File: src/rtl/status_flag_unit.sv
// Execute-stage ALU plus NZCV status register feeding the ID-stage condition checker.
// Optional macro STATUS_BYPASS_EN forwards same-cycle flags onto the status bus.
module status_flag_unit #(
  parameter int WIDTH = 32
) (
  input  logic             clk,
  input  logic             rst,
  input  logic             exe_valid,
  input  logic             s_bit,
  input  logic [3:0]       exe_cmd,
  input  logic [WIDTH-1:0] val1,
  input  logic [WIDTH-1:0] val2,
  input  logic             freeze,
  input  logic             flush,
  output logic [WIDTH-1:0] alu_res,
  output logic [3:0]       status,
  output logic             flag_upd
);

  localparam logic [3:0] CMD_MOV = 4'b0001;
  localparam logic [3:0] CMD_MVN = 4'b1001;
  localparam logic [3:0] CMD_ADD = 4'b0010;
  localparam logic [3:0] CMD_ADC = 4'b0011;
  localparam logic [3:0] CMD_SUB = 4'b0100;
  localparam logic [3:0] CMD_SBC = 4'b0101;
  localparam logic [3:0] CMD_AND = 4'b0110;
  localparam logic [3:0] CMD_ORR = 4'b0111;
  localparam logic [3:0] CMD_EOR = 4'b1000;

  logic [3:0]       status_q;
  logic [3:0]       new_nzcv;
  logic [WIDTH:0]   wide;
  logic [WIDTH:0]   cin_ext;
  logic [WIDTH:0]   bin_ext;
  logic [WIDTH-1:0] res;
  logic             legal;
  logic             is_add;
  logic             is_sub;
  logic             c_new;
  logic             v_new;

  // Carry-in is always the registered C so ADC/SBC never see a bypassed flag.
  assign cin_ext = {{WIDTH{1'b0}}, status_q[1]};
  assign bin_ext = {{WIDTH{1'b0}}, ~status_q[1]};

  always_comb begin
    wide   = '0;
    res    = '0;
    legal  = 1'b1;
    is_add = 1'b0;
    is_sub = 1'b0;
    case (exe_cmd)
      CMD_MOV: res = val2;
      CMD_MVN: res = ~val2;
      CMD_ADD: begin
        wide   = {1'b0, val1} + {1'b0, val2};
        res    = wide[WIDTH-1:0];
        is_add = 1'b1;
      end
      CMD_ADC: begin
        wide   = {1'b0, val1} + {1'b0, val2} + cin_ext;
        res    = wide[WIDTH-1:0];
        is_add = 1'b1;
      end
      CMD_SUB: begin
        wide   = {1'b0, val1} - {1'b0, val2};
        res    = wide[WIDTH-1:0];
        is_sub = 1'b1;
      end
      CMD_SBC: begin
        wide   = {1'b0, val1} - {1'b0, val2} - bin_ext;
        res    = wide[WIDTH-1:0];
        is_sub = 1'b1;
      end
      CMD_AND: res = val1 & val2;
      CMD_ORR: res = val1 | val2;
      CMD_EOR: res = val1 ^ val2;
      default: legal = 1'b0;
    endcase
  end

  // Logical ops leave C and V at their registered values; subtract carry is NOT borrow.
  always_comb begin
    c_new = status_q[1];
    v_new = status_q[0];
    if (is_add) begin
      c_new = wide[WIDTH];
      v_new = (val1[WIDTH-1] == val2[WIDTH-1]) && (res[WIDTH-1] != val1[WIDTH-1]);
    end else if (is_sub) begin
      c_new = ~wide[WIDTH];
      v_new = (val1[WIDTH-1] != val2[WIDTH-1]) && (res[WIDTH-1] != val1[WIDTH-1]);
    end
  end

  assign new_nzcv = {res[WIDTH-1], (res == '0), c_new, v_new};
  assign alu_res  = res;
  assign flag_upd = exe_valid & s_bit & ~freeze & ~flush & legal;

  always_ff @(posedge clk) begin
    if (rst)
      status_q <= 4'b0000;
    else if (flag_upd)
      status_q <= new_nzcv;
  end

`ifdef STATUS_BYPASS_EN
  assign status = flag_upd ? new_nzcv : status_q;
`else
  assign status = status_q;
`endif

endmodule

File: config.mk
export PLATFORM = sky130hd
export DESIGN_NAME = status_flag_unit
export DESIGN_NICKNAME = d
export VERILOG_FILES = /design/src/rtl/status_flag_unit.sv
export SDC_FILE = /design/constraint.sdc
export NUM_CORES = 1
export LEC_CHECK = 0
export CAP_MARGIN = 20
export CORE_UTILIZATION = 35
export DETAILED_ROUTE_END_ITERATION = 7
export PLACE_DENSITY = 0.59
export SLEW_MARGIN = 0
export SYNTH_ARGS = -nofsm -noshare
export SYNTH_HDL_FRONTEND = slang
export SYNTH_SLANG_ARGS = --single-unit
File: constraint.sdc
create_clock -name clk -period 5.6 [get_ports clk]
set_clock_uncertainty 0.05 [all_clocks]
set_input_delay 0.84 -clock clk [delete_from_list [all_inputs] [get_ports clk]]
set_output_delay 0.84 -clock clk [all_outputs]
set_load 0.005 [all_outputs]
==> impl_metrics.tcl <==
set metrics [dict create \
    status "finished clean" \
    syn_area_per_cell_um2 6.64 \
    yosysWarnings 0 \
    die_w_um 156 \
    worstMarginPinSlew_ps 800 \
    start_kind "input port" \
    synth-seq-cells 4 \
    drc 0 \
    cap_viol_max_count 0 \
    cp_slowest_cell "clkdlybuf4s50_1" \
    clock_latency_ps 230 \
    htreeDepth 1 \
    multi_input_comb_area_um2 8830 \
    hold_path.class "register to register" \
    synth_area_leaders "ha_1, a21oi_1, xnor2_1, nor2_1, inv_1" \
    wl_um 39200 \
    required_ps 4710 \
    crit_path_max_incr_delay_ps 560 \
    gp_congestion 0.986 \
    fin_crit_ps 5520 \
    ctsLongestPathBuffers 2 \
    syn_inst 1249 \
    num_rows 55 \
    synth_top_area_share_pct 15.5 \
    cts-root-buf "clkbuf_16" \
    synthDistinctLibCells 92 \
    die_y_um 156 \
    vdd_ir_drop_max_v 0.000104 \
    grt_max_degree 44 \
    cts_made_buffers 3 \
    wl_per_cell_um 18.8 \
    setup_violations 0 \
    synth_flop_cell "dfxtp_1" \
    start_util_pct 36.2 \
    diodes 0 \
    critPathMaxFanout 4 \
    crit_arrival_ps 4630 \
    critPathMostFrequentCell "buf_4" \
    synth_top_cell_by_area "ha_1" \
    via_count 11800 \
    antenna_found_initial 0 \
    grt_pass1_vias 11100 \
    hold_violations 0 \
    via_per_inst 5.67 \
    postCtsHoldBufs 0 \
    max_freq_ghz 0.181 \
    fin_crit_sh_pct 98.6 \
    port_buffers 110 \
    cp-end-kind "primary output" \
    pre_cts_ws_ps -663 \
    dr.pass1.iters 5 \
    areaGrowthSynthToFinish_pct 75.8 \
    ys_async_sr_fraction_pct 0 \
    drv_slew 0 \
    power_leakage_nw 6.54 \
    grt_use_total_pct 30.5 \
    ant_nets 0 \
    crit_chain "dlygate4sd2_1, buf_4, fa_2, a211o_1, buf_4, nand4_1, a31oi_2, nor4_2, and4bb_1, nand2_2, or3_4, nor2_1, xnor2_1, o221ai_1, clkdlybuf4s50_1" \
    cp.buffers_inverters 4 \
    cts_tree "done" \
    clk_pin_slew_worst_paths_ps 30 \
    ys_seq_area_share_pct 0.965 \
    fin_ws_ps 79.5 \
    setup_tns_ps 0 \
    powerDensity_nw_per_um2 134 \
    synth.cell_area_um2 8290 \
    path_delay_family "simple AND/OR/NAND/NOR gates" \
    slew_headroom_pct 46.2 \
    largest_reg_flops 4 \
    core-area_um2 22900 \
    grt_pass1_wl_um 58700 \
    fillerInstances 2077 \
    dr.first_iter.drc_count 1019 \
    critPathKind "input port to primary output" \
    drive_gt1_share_pct 41.8 \
    synth_enable_flop_cells 0 \
    nNetsFinal 1953 \
    clock-sinks 4 \
    regArea_um2 80.1 \
    overflow 0 \
    syn_nets 1428 \
    design.die.area_um2 24300 \
    hpwl_um 31000 \
    io_pins 111 \
]
==> cell usage after synthesis, drive strengths merged, types with 5 or more instances <==
cell	number
o31ai	13
a221oi	18
or2	5
xnor2	67
a31oi	10
nor3	35
a21oi	124
o311a	5
a211o	10
a21o	16
clkbuf	35
o21bai	8
and4	5
buf	40
a211oi	19
a221o	16
nand4	27
and3	18
nor3b	7
o21ai	63
mux2i	9
o31a	7
a22oi	6
nor4	41
ha	103
and2	14
o2111ai	6
o211ai	23
a31o	5
nor2	136
or3	15
nand2b	7
o221ai	7
inv	102
nand2	73
o311ai	6
xor2	21
nand3	40
nor2b	14
or4	9
o21a	8
nand3b	8
==> logic make-up (layout without fill, tap and decap cells) <==
family	count (synthesis)	after routing	synth area share (%)
AO/OA/AOI/OAI	400	400	33.7
buffers and inverters	177	700	9.02
multiplexers	10	10	1.22
flip-flops	4	4	0.965
AND/OR/NAND/NOR	465	465	29.8
XOR/XNOR	88	88	9.29
adder cells (fa/ha/maj)	105	105	16.0
==> metrics by stage <==
| stage | area [µm²] | std cells | utilization, % | hold slack [ps] | power [mW] |
|---|---|---|---|---|---|
| after floorplan | 8290 | 1249 | - | 392 | 0.770 |
| after global placement | 12600 | 2019 | 54.9 | 393 | 1.53 |
| after detailed placement | 12600 | 2019 | 54.9 | 411 | 1.54 |
| after CTS | 13500 | 2047 | 58.9 | 415 | 1.77 |
| after global routing | 14600 | 2085 | 63.6 | 418 | 2.08 |
| final | 14600 | 2085 | 63.6 | 413 | 1.96 |
==> cell type report <==
cell class	instances	share of cell area [%]
clock buffers	3	0.515
inverters	102	2.66
multi-input cells	1068	60.6
flip-flops and latches	4	0.549
well taps	313	2.69
repair buffers	595	33.0
==> tightest hold or removal path, delay by kind of cell, from the launching register on <==
kind	cells	cell delay, ps
compound gates	1	60
flops	1	300
simple gates	1	50
==> final timing paths <==
kind / from / slack (ps) / cells past startpoint / end
setup / recovery: val2[1] / 80 / 15 / alu_res[21]
hold / removal: status[0]$_SDFFE_PP0P_ / 410 / 2 / status[0]$_SDFFE_PP0P_
setup reg to reg: status[1]$_SDFFE_PP0P_ / 1130 / 14 / status[2]$_SDFFE_PP0P_
hold reg to reg: status[0]$_SDFFE_PP0P_ / 410 / 2 / status[0]$_SDFFE_PP0P_
==> power breakdown <==
| part | switching, mW | internal, mW |
|---|---|---|
| sequential | 0.000118 | 0.0289 |
| clock | 0.0229 | 0.0915 |
| combinational | 0.916 | 0.900 |
==> cell usage in the layout, fill, tap and decap left out, types with 17 or more instances in the layout <==
| master | n |
|---|---|
| nand4_1 | 26 |
| a21oi_2 | 17 |
| inv_2 | 25 |
| xor2_1 | 20 |
| xnor2_1 | 59 |
| ha_4 | 25 |
| nor3_1 | 24 |
| o211ai_1 | 21 |
| nand3_1 | 34 |
| buf_4 | 471 |
| ha_1 | 71 |
| a21oi_1 | 103 |
| nand2_1 | 69 |
| clkdlybuf4s50_1 | 68 |
| o21ai_0 | 40 |
| dlymetal6s2s_1 | 20 |
| inv_1 | 75 |
| nor2_1 | 129 |
| nor4_4 | 17 |
==> metal layers <==
metal	GRT usage (%)	up-vias	wire length, µm
met5	0	-	0
met4	7.42	0	876
met3	4.06	63	2580
met2	50.3	456	17700
met1	41.6	5637	18100
li1	-	5673	-
==> timing repair <==
action | 4_1_cts | 5_1_grt
resized for setup | 163 | 191
cloned | 0 | 0
setup buffers | 26 | 40
pin swaps | 51 | 103
setup endpoints to repair | 21 | 23
Note: power is estimated with default switching activity, not from simulation.
